==> src/rtl/uart_char_source.sv <==
// Serial character receiver feeding the scrolling display: 8N1 frames (8E1 when
// UART_PARITY_EN is defined) become an ascii byte with a dsn strobe, or a clearn strobe.
module uart_char_source #(
    parameter int         CLKS_PER_BIT  = 278,
    parameter int         STROBE_CYCLES = 16,
    parameter logic [7:0] CLEAR_CHAR    = 8'h0C
) (
    input  logic       clk,
    input  logic       rstn,
    input  logic       rx,
    output logic [7:0] ascii,
    output logic       dsn,
    output logic       clearn,
    output logic       frame_err,
    output logic       parity_err,
    output logic       busy
);
    localparam int            CW          = $clog2(CLKS_PER_BIT) + 1;
    localparam logic [CW-1:0] HALF_LAST   = CW'(CLKS_PER_BIT / 2 - 1);
    localparam logic [CW-1:0] BIT_LAST    = CW'(CLKS_PER_BIT - 1);
    localparam logic [CW-1:0] STROBE_LAST = CW'(STROBE_CYCLES - 1);

    typedef enum logic [2:0] {
        S_IDLE, S_START, S_DATA, S_PARITY, S_STOP, S_BREAK
    } state_t;

`ifdef UART_PARITY_EN
    localparam state_t AFTER_DATA = S_PARITY;
`else
    localparam state_t AFTER_DATA = S_STOP;
`endif

    logic [1:0]    sync_reg;
    logic          rx_s;
    state_t        state_reg, state_next;
    logic [CW-1:0] cnt_reg, cnt_next;
    logic [2:0]    bit_cnt_reg, bit_cnt_next;
    logic [7:0]    data_reg, data_next;
    logic          par_bad_reg, par_bad_next;

    logic          stop_tick;
    logic          frame_ok;
    logic          frame_bad;

    logic [7:0]    ascii_reg;
    logic          dsn_reg;
    logic          clearn_reg;
    logic [CW-1:0] strobe_cnt_reg;
    logic          frame_err_reg;

    assign rx_s = sync_reg[1];

    always_ff @(posedge clk) begin
        if (!rstn) begin
            sync_reg    <= 2'b11;
            state_reg   <= S_IDLE;
            cnt_reg     <= '0;
            bit_cnt_reg <= '0;
            data_reg    <= '0;
            par_bad_reg <= 1'b0;
        end else begin
            sync_reg    <= {sync_reg[0], rx};
            state_reg   <= state_next;
            cnt_reg     <= cnt_next;
            bit_cnt_reg <= bit_cnt_next;
            data_reg    <= data_next;
            par_bad_reg <= par_bad_next;
        end
    end

    always_comb begin
        state_next   = state_reg;
        cnt_next     = cnt_reg + CW'(1);
        bit_cnt_next = bit_cnt_reg;
        data_next    = data_reg;
        par_bad_next = par_bad_reg;
        case (state_reg)
            S_IDLE: begin
                cnt_next     = '0;
                bit_cnt_next = '0;
                par_bad_next = 1'b0;
                if (!rx_s)
                    state_next = S_START;
            end
            S_START: begin
                // A start bit that is high again at its midpoint was only a glitch.
                if (cnt_reg == HALF_LAST) begin
                    cnt_next   = '0;
                    state_next = rx_s ? S_IDLE : S_DATA;
                end
            end
            S_DATA: begin
                if (cnt_reg == BIT_LAST) begin
                    cnt_next     = '0;
                    data_next    = {rx_s, data_reg[7:1]};
                    bit_cnt_next = bit_cnt_reg + 3'd1;
                    if (bit_cnt_reg == 3'd7)
                        state_next = AFTER_DATA;
                end
            end
`ifdef UART_PARITY_EN
            S_PARITY: begin
                if (cnt_reg == BIT_LAST) begin
                    cnt_next     = '0;
                    par_bad_next = ^{data_reg, rx_s};
                    state_next   = S_STOP;
                end
            end
`endif
            S_STOP: begin
                if (cnt_reg == BIT_LAST) begin
                    cnt_next   = '0;
                    state_next = rx_s ? S_IDLE : S_BREAK;
                end
            end
            S_BREAK: begin
                cnt_next = '0;
                if (rx_s)
                    state_next = S_IDLE;
            end
            default: state_next = S_IDLE;
        endcase
    end

    always_comb begin
        stop_tick = (state_reg == S_STOP) && (cnt_reg == BIT_LAST);
        frame_ok  = stop_tick && rx_s && !par_bad_reg;
        frame_bad = stop_tick && !rx_s;
    end

    // Strobe generator runs independently so a new frame can arrive mid-strobe.
    always_ff @(posedge clk) begin
        if (!rstn) begin
            ascii_reg      <= 8'h00;
            dsn_reg        <= 1'b1;
            clearn_reg     <= 1'b1;
            strobe_cnt_reg <= '0;
            frame_err_reg  <= 1'b0;
        end else begin
            frame_err_reg <= frame_bad;
            if (frame_ok) begin
                strobe_cnt_reg <= STROBE_LAST;
                if (data_reg == CLEAR_CHAR) begin
                    clearn_reg <= 1'b0;
                    dsn_reg    <= 1'b1;
                end else begin
                    ascii_reg  <= data_reg;
                    dsn_reg    <= 1'b0;
                    clearn_reg <= 1'b1;
                end
            end else if (!dsn_reg || !clearn_reg) begin
                if (strobe_cnt_reg == '0) begin
                    dsn_reg    <= 1'b1;
                    clearn_reg <= 1'b1;
                end else begin
                    strobe_cnt_reg <= strobe_cnt_reg - CW'(1);
                end
            end
        end
    end

`ifdef UART_PARITY_EN
    logic parity_err_reg;

    always_ff @(posedge clk) begin
        if (!rstn)
            parity_err_reg <= 1'b0;
        else
            parity_err_reg <= (state_reg == S_PARITY) && (cnt_reg == BIT_LAST)
                              && (^{data_reg, rx_s});
    end

    assign parity_err = parity_err_reg;
`else
    assign parity_err = 1'b0;
`endif

    assign ascii     = ascii_reg;
    assign dsn       = dsn_reg;
    assign clearn    = clearn_reg;
    assign frame_err = frame_err_reg;
    assign busy      = (state_reg != S_IDLE);

endmodule
==> config.mk <==
export PLATFORM = sky130hd
export DESIGN_NAME = uart_char_source
export DESIGN_NICKNAME = d
export VERILOG_FILES = /design/src/rtl/uart_char_source.sv
export SDC_FILE = /design/constraint.sdc
export NUM_CORES = 1
export LEC_CHECK = 0
export CELL_PAD_IN_SITES_DETAIL_PLACEMENT = 0
export CELL_PAD_IN_SITES_GLOBAL_PLACEMENT = 1
export CORE_MARGIN = 10
export CORE_UTILIZATION = 40
export CTS_CLUSTER_DIAMETER = 50
export DETAILED_ROUTE_END_ITERATION = 16
export GPL_TIMING_DRIVEN = 1
export PLACE_DENSITY_LB_ADDON = 0.1
export SYNTH_ARGS = -nofsm -noshare
export SYNTH_HDL_FRONTEND = slang
export SYNTH_SLANG_ARGS = --single-unit
==> constraint.sdc <==
create_clock -name clk -period 1.7 [get_ports clk]
set_input_delay 0.34 -clock clk [delete_from_list [all_inputs] [get_ports clk]]
set_output_delay 0.34 -clock clk [all_outputs]
set_load 0.01 [all_outputs]
Word-level counts from Yosys, hierarchy flattened. Index checks and enable logic that the tools add are counted.

Logic and storage cells: 78. Output and inout port bits: 13. Bits in registers: 47.

Equality and inequality tests: 15. Add/sub/neg operators: 3. Reduce and logical (&&, ||, !) cells: 23. Muxes and demuxes: 23. Bitwise gates (word level): 3.

Operators with widths (number): 10-bit case mux with 3 select lines (1); 3-bit 2-to-1 mux (8); 10-bit 2-to-1 mux (2); 3-bit case mux with 5 select lines (1); 2-bit != test (second input constant) (7); 4-bit 2-to-1 mux (3); 2-bit AND reduction (6); 10-bit by 1-bit adder with 10-bit output (second input constant) (1); 10-bit by 8-bit equality test with 1-bit output (second input constant) (1); 10-bit by 9-bit equality test with 1-bit output (second input constant) (1); 10-bit zero test (1); 10-bit by 1-bit subtractor with 10-bit output (second input constant) (1); 3-bit equality test (second input constant) (3); 8-bit by 4-bit equality test with 1-bit output (second input constant) (1); 1-bit 2-to-1 mux (6); 3-bit case mux with 2 select lines (1); 6-bit AND reduction (1); 2-bit nonzero test (3); 2-bit OR reduction (3); 3-bit by 1-bit adder with 3-bit output (second input constant) (1); 3-bit by 1-bit equality test with 1-bit output (second input constant) (1); 3-bit by 2-bit equality test with 1-bit output (second input constant) (1); 1-bit logical AND (3); 1-bit zero test (3); other kinds (5) (7).

Depth between registers and ports, before layout.
Depth after elaboration: 5. Mapped depth: 8.

Least setup slack after synthesis. OpenSTA, ideal clock, no wires.

Path type: reg-to-reg. Start point: register cnt_reg[0]. End point: register ascii_reg[5] (netlist: ascii[5]). Stages on the path, launching flop included: 8. Period minus slack after synthesis: 1762 ps. Data required time: 1572 ps. Arrival: 1634 ps. Buffers on the path: 1. Setup time: 128 ps. Setup slack: -62 ps. Cell sequence: dfxtp_1 > ha_1 > nand4b_1 > nor4_4 > and2_4 > buf_12 > mux2i_1 > nor2_1.

Word-level cells in the longest chain between the ends: 4.

RTL lines: start, declared (RTL line 36) `logic [CW-1:0] cnt_reg, cnt_next;`; start signal, assigned (RTL line 64) `cnt_reg <= cnt_next;`; 10-bit by 9-bit equality test with 1-bit output (RTL line 126) `stop_tick = (state_reg == S_STOP) && (cnt_reg == BIT_LAST);`; 1-bit logical AND (RTL line 126); 1-bit logical AND (RTL line 127) `frame_ok = stop_tick && rx_s && !par_bad_reg;`; 2-bit AND reduction (no source line); end signal, assigned (RTL line 147) `ascii_reg <= data_reg;`; end, declared (RTL line 45) `logic [7:0] ascii_reg;`.

No other way between the ends. A chain may end at the register's enable or synchronous reset.

Worst setup path after layout.
Start point: register cnt_reg[1]. End point: register data_reg[6].

Word-level cells in the longest chain between the ends: 2.

RTL lines: 10-bit by 9-bit equality test with 1-bit output (RTL line 93) `if (cnt_reg == BIT_LAST) begin`; 2-bit AND reduction (no source line); end signal, assigned (RTL line 66) `data_reg <= data_next;`; end, declared (RTL line 38) `logic [7:0] data_reg, data_next;`.

No other way between the ends.

==> impl_results.md <==
- Status: finished with violations
- Failing checks: negative setup slack
- Slowest CP cell: nor3_4
- Routed wire length on met3: 231 um
- Data arrival time of the worst path: just over 2 ns
- CTS tree: done
- RSZ-0062 raised after global routing: yes
- Via/cell ratio: 5.05
- Pint: between 1.5 and 2 mW
- Uppermost routed layer: met4
- Ranking of synthesized cells by area: dfxtp_1 (44%), nor2_1 (5.4%), nand2_1 (4.5%)
- Clock Tree Buf Depth: 2
- Clock network power share: 41.1%
- Vias in the first global route: 1,624
- Met2 Wirelength: 2070 um
- Antenna-violating nets left: 0
- Yosys top cell by area: dfxtp_1
- Startpoint types: register
- Psw: 0.433 mW
- Largest net degree at the start of global routing: 16
- Register area share after synthesis: between 40% and 50%
- Worst setup slack after layout: -0.0853 ns
- Mapped Area: around 0.0022 mm2
- R2R Path Start: cnt_reg[1]
- Crit path max fanout: 7
- Core Util, Final: approximately 54%
- Worst Hold Launch: sync_reg[0]
- Reg clk slew, reported paths: 0.09 ns
- Xor/xnor share of the synthesized area: between 6 and 7%
- Final period util: 105%
- Predominant post-synthesis flop cell: dfxtp_1
- Cell Chain, Critical Path: inv_2 > ha_4 > nand4b_1 > nor3_4 > and3_4 > clkbuf_16 > nand2_1 > a21oi_1
- Later-pin clock latency in the skew report: about 0.3 ns
- Top-count cell post-synth: dfxtp_1
- Area grow syn2layout: 28.7%
- All-Layer GR Usage: 10.3%
- Synth top cells by count: dfxtp_1 (47), nor2_1 (31), nand2_1 (26)
- Ys async rst share: 0%
- Worst reg2reg path depth: 8
- Flop pwr share: a little under three fifths
- Endpoint class of the critical path: register
- Dpl hpwl: roughly 3200 um
- Residual DRC count: 0
- Die Ht: just over 90 um
- First-pass GRT wire length: 7430 um
- Power per cell area: a little over 700 mW/mm2
- I/O pin count: 16
- Synth Area in Compound Gates: 11.1%
- Switch share: between 20% and 30%
- Main combinational cell family by area after synthesis: simple AND/OR/NAND/NOR gates
- Die area: around 0.0087 mm2
- Combinational cell fraction of total power: roughly 3.7%
- Hold Path Class: reg2reg
- Origin of the worst setup path: cnt_reg[1]
- Post-synth EDFFs: 0
- Critical Path RT: 1.94 ns
- Post-Synthesis Cells: approximately 240
- Row cnt: 26
- Hold path depth: 1
- Netlist cell types: 46
- Levels on crit path: 8
- Clock root buffer: clkbuf_8
- CORE AREA: roughly 0.0052 mm2
- Die X: around 93 um
- Initial Util: a little over two fifths
- Post-synthesis mux area share: roughly 2.8%
- Initial drt markers: 63
- Via Count: 1,793
- Design area: 0.00278 mm2
- Final hold vios: 0
- Port Buffers: 14
- H-tree depth: 2
- Maximum resistive drop on vdd: between 0.3 and 0.4 mV
- Layout cells sized above 1: between 20% and 30%
- Max_cap viols: 0
- CP delay by family, top: simple AND/OR/NAND/NOR gates
- GPL Wtd Cong: 0.743
- Setup violations, final: 23
- # hold bufs at CTS: 0
- Syn Nets: about 250
- Warnings from Yosys: 0
- Yosys top cell area share: 43.6%
- Wire per inst: 12.8 um
- Adder-cell share of the synthesized area: approximately 3.5%
- Initial antenna violation count: 0
- Seq cells post-synth: 47
- Total CTS buffers: 5
- Clock sink total: 47
- Fin Clk Skew: around 0.0073 ns
- Minimum clock period after layout: approximately 1.8 ns
- WS Path Type: reg2reg
- Max Fclk: approximately 560 MHz
- Leak: approximately 0.98 nW
- Drt first pass iters: 4
- Fin. max-slew vios: 0
- Placed cell area: approximately 0.0025 mm2
- Worst path max stage delay: around 0.4 ns
- WP buf/inv: 2
- Layout Nets: roughly 290
- Ant. Diodes: 0
- Final WL: between 4000 and 5000 um
- Grt ovf: 0
- Wl on met1: between 2000 and 2500 um
- Syn avg cell area: slightly below 9 um2
- Simple-gate share of the synthesized area: ~27%
==> through the flow <==
step / hold slack (ns) / std cells / setup TNS, ns / worst slack, ns / total power [mW]
floorplan: 0.386 / 244 / 0 / 0.00804 / 1.17
global placement: 0.390 / 342 / -0.277 / -0.0261 / 1.20
detailed placement: 0.403 / 342 / -0.514 / -0.0338 / 1.20
CTS: 0.427 / 351 / -0.00701 / -0.00487 / 2.04
global route: 0.439 / 355 / -3.60 / -0.164 / 2.09
finish: 0.417 / 355 / -1.33 / -0.0853 / 2.01
==> power by group through the flow <==
stage,Sequential (mW),Combinational (mW),Clock [mW]
floorplan,1.13,0.0377,0
global placement,1.13,0.0696,0
detailed placement,1.13,0.0688,0
CTS,1.11,0.0689,0.864
global route,1.11,0.0820,0.901
finish,1.11,0.0742,0.826
==> timing repair <==
item,4_1_cts,5_1_grt
setup buffers,0,3
endpoints found under the hold margin,0,0
endpoints found under the setup margin,27,42
resized for setup,4,24
pin swaps,4,26
cloned,1,1
==> layout by cell type, fill, tap and decap left out, types with 4 or more instances in the layout <==
cell type        netlist  layout
ha_1                   6       5
nand2b_1               8       8
nand2_2                0       7
xnor2_1               10      10
dfxtp_2                0       4
a21oi_1               16      11
clkdlybuf4s50_1        0      13
o21ai_0                4       4
a21oi_2                0       5
nor3_1                10      10
xor2_1                 7       7
nand2_1               26      19
nor2_1                31      29
dfxtp_1               47      43
clkbuf_8               0       5
nand3_1               12      12
mux2i_1                6       6
inv_1                  8       7
buf_4                  1      25
==> path summary, 6_finish.rpt <==
| check | to | slack [ns] |
|---|---|---|
| setup / recovery | data_reg[6] | -0.09 |
| hold / removal | sync_reg[1] | 0.42 |
| setup reg to reg | data_reg[6] | -0.09 |
| hold reg to reg | sync_reg[1] | 0.42 |
==> cells by family (layout without fill, tap and decap cells) <==
group                    after synthesis  after routing
AO/OA/AOI/OAI                         36             36
XOR/XNOR                              17             17
adder cells (fa/ha/maj)                6              6
buffers and inverters                 18             58
flip-flops                            47             47
multiplexers                           6              6
other                                  1              1
AND/OR/NAND/NOR                      113            114
==> layer usage <==
metal  vias to the layer above  global-route usage, %
met2                        28                   16.6
met4                         0                   3.47
met3                         5                   2.96
met1                       833                   12.8
li1                        927                      -
met5                         -                      0
==> cell type report <==
class	instances	area [um2]
clock buffer	5	68.8
clock inverter	3	43.8
fill	476	2390
inverter	8	30.0
multi-input combinational	180	1210
sequential	47	946
tap	70	87.6
timing repair buffer	42	393
Note: power is estimated with default switching activity, not from simulation.
